<file path="config.mk">
export PLATFORM = sky130hd
export DESIGN_NAME = saida_display
export DESIGN_NICKNAME = d
export VERILOG_FILES = /design/src/rtl/saida_display.sv
export SDC_FILE = /design/constraint.sdc
export NUM_CORES = 1
export LEC_CHECK = 0
export ABC_AREA = 1
export CAP_MARGIN = 20
export CORE_MARGIN = 10
export CORE_UTILIZATION = 45
export CTS_BUF_LIST = sky130_fd_sc_hd__clkbuf_4 sky130_fd_sc_hd__clkbuf_8
export DETAILED_ROUTE_END_ITERATION = 7
export GPL_ROUTABILITY_DRIVEN = 0
export PLACE_DENSITY = 0.64
export SYNTH_ARGS = -nofsm -noshare
export SYNTH_HDL_FRONTEND = slang
export SYNTH_SLANG_ARGS = --single-unit
</file>
<file path="constraint.sdc">
create_clock -name clock -period 5.6 [get_ports clock]
set_input_delay 1.68 -clock clock [delete_from_list [all_inputs] [get_ports clock]]
set_output_delay 1.68 -clock clock [all_outputs]
set_load 0.02 [all_outputs]
</file>
<file path="src/rtl/saida_display.sv">
// rtl/saida_display.sv - captures the core's OUT value, converts it to BCD by
// double-dabble and drives active-low seven-segment digits with blanking/overflow.
module saida_display #(
  parameter int DATA_WIDTH  = 28,
  parameter int NUM_DIGITS  = 8,
  parameter int BLANK_ZEROS = 1
) (
  input  logic                    clock,
  input  logic                    reset,
  input  logic [DATA_WIDTH-1:0]   display,
  input  logic                    OpOut,
  output logic [7*NUM_DIGITS-1:0] segmentos,
  output logic                    busy,
  output logic                    overflow
);

  localparam int BCD_DIGITS = NUM_DIGITS + 2;
  localparam int BCD_W      = 4 * BCD_DIGITS;
  localparam int CNT_W      = $clog2(DATA_WIDTH + 1);

  localparam logic [6:0] SEG_BLANK = 7'b1111111;
  localparam logic [6:0] SEG_DASH  = 7'b0111111;

  typedef enum logic [1:0] {
    IDLE = 2'd0,
    CONV = 2'd1,
    LOAD = 2'd2
  } state_t;

  state_t                  state;
  logic [DATA_WIDTH-1:0]   bin;
  logic [BCD_W-1:0]        bcd;
  logic [CNT_W-1:0]        cnt;
  logic [DATA_WIDTH-1:0]   pend_val;
  logic                    pend_full;

  logic [BCD_W-1:0]        bcd_adj;
  logic [BCD_W-1:0]        bcd_shift;
  logic [DATA_WIDTH-1:0]   bin_shift;
  logic [7*NUM_DIGITS-1:0] seg_next;
  logic                    ovf_next;

  function automatic logic [6:0] seg7(input logic [3:0] d);
    case (d)
      4'd0:    seg7 = 7'b1000000;
      4'd1:    seg7 = 7'b1111001;
      4'd2:    seg7 = 7'b0100100;
      4'd3:    seg7 = 7'b0110000;
      4'd4:    seg7 = 7'b0011001;
      4'd5:    seg7 = 7'b0010010;
      4'd6:    seg7 = 7'b0000010;
      4'd7:    seg7 = 7'b1111000;
      4'd8:    seg7 = 7'b0000000;
      4'd9:    seg7 = 7'b0010000;
      default: seg7 = SEG_BLANK;
    endcase
  endfunction

  // One double-dabble step: correct nibbles >=5, then shift {bcd,bin} left.
  always_comb begin
    bcd_adj = bcd;
    for (int i = 0; i < BCD_DIGITS; i++) begin
      if (bcd[4*i +: 4] >= 4'd5)
        bcd_adj[4*i +: 4] = bcd[4*i +: 4] + 4'd3;
    end
    bcd_shift = {bcd_adj[BCD_W-2:0], bin[DATA_WIDTH-1]};
    bin_shift = {bin[DATA_WIDTH-2:0], 1'b0};
  end

  // Digit encoding from the finished BCD; scanned top-down to track leading zeros.
  always_comb begin
    logic       lead;
    logic [3:0] d;
    seg_next = '0;
    lead     = 1'b1;
    d        = 4'd0;
    ovf_next = |bcd[BCD_W-1:4*NUM_DIGITS];
    for (int k = NUM_DIGITS - 1; k >= 0; k--) begin
      d = bcd[4*k +: 4];
      if (d != 4'd0)
        lead = 1'b0;
      if (ovf_next)
        seg_next[7*k +: 7] = SEG_DASH;
      else if ((BLANK_ZEROS != 0) && lead && (k != 0))
        seg_next[7*k +: 7] = SEG_BLANK;
      else
        seg_next[7*k +: 7] = seg7(d);
    end
  end

  always_ff @(posedge clock) begin
    if (reset) begin
      state     <= IDLE;
      bin       <= '0;
      bcd       <= '0;
      cnt       <= '0;
      pend_val  <= '0;
      pend_full <= 1'b0;
      segmentos <= {NUM_DIGITS{SEG_BLANK}};
      busy      <= 1'b0;
      overflow  <= 1'b0;
    end else begin
      case (state)
        IDLE: begin
          if (OpOut) begin
            bin   <= display;
            bcd   <= '0;
            cnt   <= CNT_W'(DATA_WIDTH);
            busy  <= 1'b1;
            state <= CONV;
          end
        end

        CONV: begin
          if (OpOut) begin
            pend_val  <= display;
            pend_full <= 1'b1;
          end
          bcd <= bcd_shift;
          bin <= bin_shift;
          cnt <= cnt - 1'b1;
          if (cnt == CNT_W'(1))
            state <= LOAD;
        end

        LOAD: begin
          segmentos <= seg_next;
          overflow  <= ovf_next;
          // A value arriving on this edge is newer than anything pending.
          if (OpOut) begin
            bin       <= display;
            bcd       <= '0;
            cnt       <= CNT_W'(DATA_WIDTH);
            pend_full <= 1'b0;
            state     <= CONV;
          end else if (pend_full) begin
            bin       <= pend_val;
            bcd       <= '0;
            cnt       <= CNT_W'(DATA_WIDTH);
            pend_full <= 1'b0;
            state     <= CONV;
          end else begin
            busy  <= 1'b0;
            state <= IDLE;
          end
        end

        default: begin
          busy  <= 1'b0;
          state <= IDLE;
        end
      endcase
    end
  end

endmodule
</file>
==> impl_metrics.tcl <==
set metrics [dict create \
    status "finished, final reports clean" \
    top_usage_layer "met2" \
    synth_edf_count 0 \
    synthTopCellsByArea "dfxtp_1, nand2_1, ha_1" \
    dp_slack_ns 1.02 \
    ys_seq_elements 218 \
    period_share_pct 72.0 \
    final_max_slew_viol_count 0 \
    initial_core_util_pct 45.6 \
    syn-mean-instance-area_sq_um 7.10 \
    reg2reg_from "state[1]" \
    period_minus_slack_ns 4.03 \
    ys_warn_count 0 \
    syn_area_sq_mm 0.0111 \
    ys_seq_area_share_pct 39.4 \
    hold_viol_final 0 \
    vias_per_cell 5.14 \
    cp.required_ns 6.01 \
    antennaDiodeCount 0 \
    fmax_ghz 0.248 \
    tightest_slew_ns 0.875 \
    num_vias 10100 \
    cts_tree "built" \
    stdcell_count 1972 \
    clkSinkCount 218 \
    ant_nets 0 \
    cp_max_fo 32 \
    setup_slack_ns 1.57 \
    stdcell_area_sq_mm 0.0128 \
    syn2layout_area_growth_pct 16.1 \
    track_usage_pct 17.0 \
    core_sq_mm 0.0242 \
    yosys-top-cells-count "nand2_1, dfxtp_1, o21ai_0" \
    crit_arrival_ns 4.44 \
    met1_usage_pct 21.8 \
    synthArstFlopShare_pct 0 \
    worstSetupPathType "input port to flip-flop" \
    synth_nets 1663 \
    synth.most_common_cell "nand2_1" \
    ios 89 \
    pwr_density_cell_mw_per_mm2 521 \
    synthFlopType "dfxtp_1" \
    post_cts_buffers 0 \
    grt_pass1_vias 9599 \
    cts_made_buffers 38 \
    cap_violations 0 \
    grt_pass1_wl_mm 45.5 \
    maxSlewHeadroom_pct 41.7 \
    use_met3_pct 3.52 \
    drcViolationCount 0 \
    drive_above_1_share_pct 7.52 \
    ys_types 40 \
    synth_cells 1558 \
    end_kind "flip-flop" \
    drt-initial-drc-count 608 \
    cp-start-kind "input port" \
    finalSetupViolations 0 \
    wire_per_inst_microns 13.7 \
    leakage_nw 6.19 \
    port_buffers 88 \
    fin_nets 1727 \
    rsz0062_at_grt "no" \
    reg2regPathDepth 13 \
    finalPower_mw 6.69 \
    gr-total-overflow 0 \
    cts_root_buf "clkbuf_8" \
    place_area_sq_mm 0.0121 \
    yosysTopAreaCell "dfxtp_1" \
    dp_cells 1906 \
    hold_path_depth 2 \
    rows 57 \
    path_clk_slew_ns 0.06 \
    h-tree-depth 2 \
    final_core_util_pct 53.0 \
    hold_path.class "flip-flop to flip-flop" \
    die_area_sq_mm 0.0313 \
    wl_mm 26.9 \
    antenna_found_initial 0 \
    die_w_microns 177 \
    grt_max_degree 82 \
    detail_route.first_pass.iterations 6 \
    min_to "segmentos[43]" \
    ir_drop_mv 0.327 \
    hold-worst-slack_ns 0.443 \
    clk_path_buf_depth 3 \
    clk-insertion-delay-late_ns 0.52 \
    cts_hold_buf 0 \
    worst_clock_skew_ns 0.0106 \
    die_h_microns 177 \
    r2r_setup_slack_ns 2.03 \
    use_met2_pct 28.2 \
    synth_top_area_share_pct 39.4 \
    timing.setup.tns_ns 0 \
    hpwl_mm 17.5 \
    cts_resized 0 \
]
-- cell usage in the layout (no fill, tap or decap), types with 2 or more instances in the layout --
cell             instances
nand2_1                451
dfxtp_1                218
o21ai_0                178
inv_1                  126
a21oi_1                118
nand3_1                102
clkdlybuf4s50_1         88
nor2_1                  81
ha_1                    72
clkbuf_8                45
nand4_1                 27
o22ai_1                 19
clkbuf_4                12
buf_4                   11
inv_2                    9
nand3b_1                 9
o21ai_2                  9
o21ai_1                  7
nor3_1                   7
nand2_2                  6
nand3_2                  6
o21bai_1                 6
clkinv_2                 5
xor2_1                   5
nor2_2                   3
inv_4                    3
o211ai_2                 3
a31oi_1                  3
a211oi_1                 2
or2_2                    2
ha_2                     2
inv_6                    2
clkinvlp_4               2
-- critical path: stages --
cell and delay, ns:
clkdlybuf4s50_1 0.54, nor2_1 0.08, nand2_1 0.12, nand3_4 0.24
nor2_4 0.66, nand2_1 0.12, nand2_1 0.15, nand2_1 0.15
inv_1 0.16, ha_1 0.25, nand3_1 0.09, nand2_1 0.07
nand2_1 0.05, nand2_1 0.05
-- how the worst max path moves through the flow --
stage,from,end,slack (ns)
after floorplan,reset,flip-flop,2.26
after global placement,OpOut,flip-flop,1.11
after detailed placement,OpOut,flip-flop,1.02
after CTS,OpOut,flip-flop,1.58
after global routing,OpOut,flip-flop,1.35
final,OpOut,flip-flop,1.57
-- where the power goes --
part,switching [mW],internal (mW)
Combinational,2.03,0.960
Clock,0.646,0.860
Sequential,0.216,1.98
-- area by class of cell --
class / count / area [sq um]
Fill cell: 2379 / 11400
Multi-Input combinational cell: 1126 / 5790
Tap cell: 324 / 405
Timing Repair Buffer: 99 / 963
Clock inverter: 9 / 82.6
Sequential cell: 218 / 4360
Inverter: 139 / 531
Clock buffer: 57 / 709
-- kinds of logic (layout without fill, tap and decap cells) --
kind of cell,Yosys count,in the layout,share of synthesized area (%)
flip-flops,218,218,39.4
XOR/XNOR,5,5,0.396
AND/OR/NAND/NOR,697,697,26.6
buffers and inverters,214,304,8.27
AO/OA/AOI/OAI,350,350,16.9
adder cells (fa/ha/maj),74,74,8.37
-- routing by layer --
layer | up-vias | part of all wire [%]
li1 | 5258 | -
met1 | 4607 | 47
met2 | 239 | 45
met3 | 40 | 5.6
met4 | 0 | 1.8
met5 | - | 0
(Power assumes the default switching activity.)
==> edit 1 (config.mk and constraints unchanged) <==
Register the output `segmentos` once more, cleared by the reset; this adds one clock of latency there. The other outputs are not delayed to match.
--- a/src/rtl/saida_display.sv
+++ b/src/rtl/saida_display.sv
@@ -26,6 +26,8 @@
     CONV = 2'd1,
     LOAD = 2'd2
   } state_t;
+
+  logic [7*NUM_DIGITS-1:0] segmentos_s0;
 
   state_t                  state;
   logic [DATA_WIDTH-1:0]   bin;
@@ -96,7 +98,7 @@
       cnt       <= '0;
       pend_val  <= '0;
       pend_full <= 1'b0;
-      segmentos <= {NUM_DIGITS{SEG_BLANK}};
+      segmentos_s0 <= {NUM_DIGITS{SEG_BLANK}};
       busy      <= 1'b0;
       overflow  <= 1'b0;
     end else begin
@@ -124,7 +126,7 @@
         end
 
         LOAD: begin
-          segmentos <= seg_next;
+          segmentos_s0 <= seg_next;
           overflow  <= ovf_next;
           // A value arriving on this edge is newer than anything pending.
           if (OpOut) begin
@@ -153,4 +155,12 @@
     end
   end
 
+  always_ff @(posedge clock) begin
+    if (reset) begin
+      segmentos <= '0;
+    end else begin
+      segmentos <= segmentos_s0;
+    end
+  end
+
 endmodule
Formal check against the unedited RTL: not equivalent (Yosys sat finds a counterexample within 4 cycles, from zero or initial values and one cycle with reset high).
==> edit 1 against the original RTL <==
- synthesized area grew 14%
- design area grew 14%
- routed wire length grew 2.1%
- combinational power shrank 7.7%
- sequential cell count grew 56
- power grew 9.9%
- highest routed layer unchanged
- clock power grew 25%
- setup slack gained 0.21 ns
==> edit 1: results (changes against the original RTL) <==
metric,value,unit,change
outcome,completed,,
largest net degree at the start of global routing,94,,+15%
met2 usage in global routing,24.54,%,-3.6 points
count of multi-input combinational gates,1106,,-1.8%
Hold WS,0.3957,ns,-0.04701 ns
Clock-cell share,6.801,%,+0.64 points
met3 Track Usage GR,3.542,%,+0.022 points
met1 GRT Util,19.57,%,-2.2 points
NumNets Final,1859,,+7.6%
top post-synthesis cells by count,"nand2_1 (435), dfxtp_1 (274), inv_1 (213), nand3_1 (145), o21ai_0 (136)",,
crit path DAT,4.29,ns,-0.15 ns
Detailed Route Iter0 Violations,672,,+11%
area of all placed cells without fillers,14630,um2,+14%
Leak,0.007290,uW,+18%
number of non-clock buffers,102,,+3.0%
pre-CTS setup slack,1.243,ns,+0.2263 ns
Multi-input gate area,5836,um2,+0.80%
fraction of area in registers,37.51,%,+3.5 points
first-pass GRT wire length,46600,um,+2.3%
top post-synthesis cells by area,"dfxtp_1 (44%), nand2_1 (13%), ha_1 (7.4%), inv_1 (6.4%), nand3_1 (5.8%)",,
# H-tree levels,2,,unchanged
pwr dens,502.7,nW/um2,-3.5%
filler-free cell count of the finished design,2166,,+9.8%
DP Area,13620,um2,+13%
worst reg2reg path depth,11,,-2
Yosys cell types,40,,unchanged
Total GRT Usage,15.18,%,-1.9 points
FF+latch count,274,,+26%
clkbuf count,72,,+26%
share of cells above drive strength 1,7.942,%,+0.42 points
P_int,4449,uW,+17%
Core ar.,27710,um2,+14%
non-clk buf share,6.758,%,-0.74 points
Num CTS Buffers,46,,+21%
Post-Syn Nets,1789,,+7.6%
peak supply drop,0.0002392,V,-27%
number of global-route vias before repair,9912,,+3.3%
Fillers,2716,,+14%
TritonRoute pass-1 iters,5,,-1
Syn Inst Count,1684,,+8.1%
reg2reg setup slack,2.31,ns,+0.28 ns
via density per instance,4.900,,-4.7%
Final HPWL DP,18040,um,+2.9%
worst-margin pin slew,0.9800,ns,+0.1049 ns
Final period util,68.14,%,-3.8 points
cell family with most CP delay,buffers and inverters,,
Fin Clk Skew,0.02565,ns,+0.01502 ns
register area share after synthesis,43.61,%,+4.2 points
CP Max Fanout,57,,+78%
placed instance count,2083,,+9.3%
clk pwr,1880,uW,+25%
worst min-delay path endpoint,segmentos[19]$_SDFF_PP0_,,
drt wl/cell,12.69,um,-7.0%
Power Sequential,2710,uW,+24%
latest clock arrival within the worst-skew pair,0.56,ns,+0.04 ns
inverters,224,,+61%
reg-to-reg startpoint,state[0]$_SDFFE_PP0P_,,
## edit 1: cell types whose count changed after synthesis, moves of 6 or more
cell	change
inv_1	+86
nand2_1	-16
dfxtp_1	+56
buf_1	+6
nor2_1	+22
o211ai_1	+16
a21oi_1	-62
o21ai_0	-42
clkbuf_1	-6
a41oi_1	+27
nand3_1	+43
## edit 1: cells by family after synthesis
logic type / share of synthesized area [%]
and+or+nand+nor: 25.44
buffers and inverters: 10.02
AOI/OAI and AO/OA: 13.16
DFF: 43.61
adders and majority gates: 7.361
xor gates and xnor gates: 0.4178
## edit 1: layer usage
| metal | vias to the layer above | wire [um] |
|---|---|---|
| met5 | - | 0 |
| met4 | 0 | 648 |
| met3 | 57 | 1703 |
| met2 | 246 | 11870 |
| met1 | 4728 | 13270 |
| li1 | 5582 | - |
## edit 1: worst min-delay path: cells and delay by family, from the launching register on
family	cells	cell delay, ns
buf+inv	1	0.05
flops	1	0.30
simple gates	1	0.03
==> edit 2 (config.mk and constraints unchanged) <==
Made on the original files. Change the parameter `DATA_WIDTH` from 28 to 56.
--- a/src/rtl/saida_display.sv
+++ b/src/rtl/saida_display.sv
@@ -1,7 +1,7 @@
 // rtl/saida_display.sv - captures the core's OUT value, converts it to BCD by
 // double-dabble and drives active-low seven-segment digits with blanking/overflow.
 module saida_display #(
-  parameter int DATA_WIDTH  = 28,
+  parameter int DATA_WIDTH  = 56,
   parameter int NUM_DIGITS  = 8,
   parameter int BLANK_ZEROS = 1
 ) (
Ports: changed (resized display); port bits go from 89 to 117. No check against the original RTL was run, so the function may have changed too.
==> edit 2 against the original RTL <==
- power rose by 17%
- via count rose by 21%
- sequential power rose by 27%
- synthesized area rose by 23%
- count of clock-buffer cells in the layout rose by 14
- sequential cell count rose by 57
- design area rose by 23%
- highest routed layer unchanged
- routed wire length rose by 24%
- setup slack improved by 0.11 ns
- sequential share of layout area rose by 0.82 points
- non-clock buffer count rose by 33
- first-iteration DRC count rose by 38%
==> edit 2: results (changes against the original RTL) <==
metric,value,unit,change
"wirelength, routed",33310,um,+24%
Final HPWL DP,21050,um,+20%
pre-CTS setup slack,1.142,ns,+0.1256 ns
filler-free cell count of the finished design,2350,,+19%
Hold/Removal Path Class,reg2reg,,
CP Max Fanout,49,,+53%
Total GRT Usage,16.93,%,-0.11 points
NumNets Final,2062,,+19%
Detailed Route Iter0 Violations,841,,+38%
mux cell area share after synthesis,0,%,unchanged
routed vias,12251,,+21%
hold depth,2,,unchanged
placed instance count,2269,,+19%
reg-to-reg startpoint,state[1]$_SDFFE_PP0P_,,
register area share after synthesis,40.46,%,+1.0 points
Fin Clk Skew,0.03507,ns,+0.02443 ns
met3 Track Usage GR,3.786,%,+0.27 points
Worst Setup SP,OpOut,,
outcome,completed,,
clock buffer depth,3,,unchanged
# H-tree levels,2,,unchanged
synth warn,0,,unchanged
share of cells above drive strength 1,7.602,%,+0.078 points
latest clock arrival within the worst-skew pair,0.57,ns,+0.05 ns
Async SR Flop Fraction,0,%,unchanged
Num CTS Buffers,48,,+26%
Post-Synth Adder-Cell Area,6.805,%,-1.6 points
crit path DAT,4.36,ns,-0.08 ns
Post-Syn Nets,1992,,+20%
Clock Tree Root,clkbuf_8,,
syn avg cell area,7.319,um2,+3.1%
worst reg2reg path depth,14,,+1
initial antenna violation count,1,,+1
Port Buffers,116,,+32%
Fillers,2857,,+20%
TritonRoute pass-1 iters,5,,-1
clk slew on worst S/H paths,0.05,ns,
Yosys cell types,37,,-7.5%
post-CTS setup buffer count,0,,unchanged
Diodes inserted,0,,unchanged
top post-synthesis cells by area,"dfxtp_1 (40%), nand2_1 (12%), nand3_1 (7.9%), o21ai_0 (7.4%), ha_1 (6.8%)",,
met2 usage in global routing,28.13,%,about the same
first-pass GRT wire length,56370,um,+24%
XOR/XNOR Fraction of Synth Area,0.5150,%,+0.12 points
cts repair resizes,0,,unchanged
DP Area,14830,um2,+23%
peak supply drop,0.0002881,V,-12%
Compound-Gate Fraction of Synth Area,17.30,%,+0.38 points
worst-margin pin slew,0.9995,ns,+0.1244 ns
Yosys top cell by area,dfxtp_1,,
met1 GRT Util,21.55,%,-0.25 points
top post-synthesis cells by count,"nand2_1 (449), dfxtp_1 (275), nand3_1 (215), o21ai_0 (201), inv_1 (182)",,
Leak,0.007230,uW,+17%
largest net degree at the start of global routing,103,,+26%
edit 2: routing by layer:
layer / wire length, um / up-vias
li1: - / 6332
met1: 15490 / 5588
met2: 15160 / 273
met3: 2015 / 58
met4: 650 / 0
met5: 0 / -
edit 2: path summary, 6_finish.rpt:
path              slack (ns)                        end
setup / recovery        1.68                   register
hold / removal          0.42  segmentos[6]$_SDFFE_PP1N_
setup reg to reg        2.02                   register
hold reg to reg         0.42  segmentos[6]$_SDFFE_PP1N_
edit 2: worst max-delay path, stage by stage:
cell             delay [ns]
clkdlybuf4s50_1        0.54
nor2_1                 0.21
nand2_2                0.11
nand3_4                0.13
buf_4                  0.48
nand2_1                0.14
a21oi_1                0.34
inv_1                  0.14
ha_1                   0.32
nand3_1                0.09
nand2_1                0.07
nand2_1                0.05
nand2_1                0.05
edit 2: where the power goes:
group          leakage (uW)  switching (uW)  internal, uW
Sequential          0.00225             266          2510
Combinational       0.00445            2130          1030
Clock              0.000531             812          1100
Total               0.00723            3210          4650
edit 2: kinds of logic (layout without fill, tap and decap cells):
kind of cell / count (synthesis) / count (layout)
AND/OR/NAND/NOR: 792 / 792
AO/OA/AOI/OAI: 404 / 404
buffers and inverters: 306 / 407
flip-flops: 275 / 275
adder cells (fa/ha/maj): 74 / 74
XOR/XNOR: 8 / 8
edit 2: stage by stage:
| step | hold WS [ns] | total power, uW |
|---|---|---|
| final | 0.4161 | 7857 |
| after global routing | 0.4470 | 8453 |
| after CTS | 0.4174 | 7930 |
| after detailed placement | 0.4088 | 5989 |
| after global placement | 0.4069 | 5943 |
| after floorplan | 0.3960 | 5158 |
edit 2: area by class of cell:
class / count / area [um2] / area share [%]
clock inverters: 10 / 106.4 / 0.6721
repair buffers: 132 / 1276 / 8.066
well taps: 390 / 488.0 / 3.084
flip-flops and latches: 275 / 5505 / 34.79
inverters: 194 / 735.7 / 4.650
multi-input cells: 1278 / 6822 / 43.11
clock buffers: 71 / 889.6 / 5.622
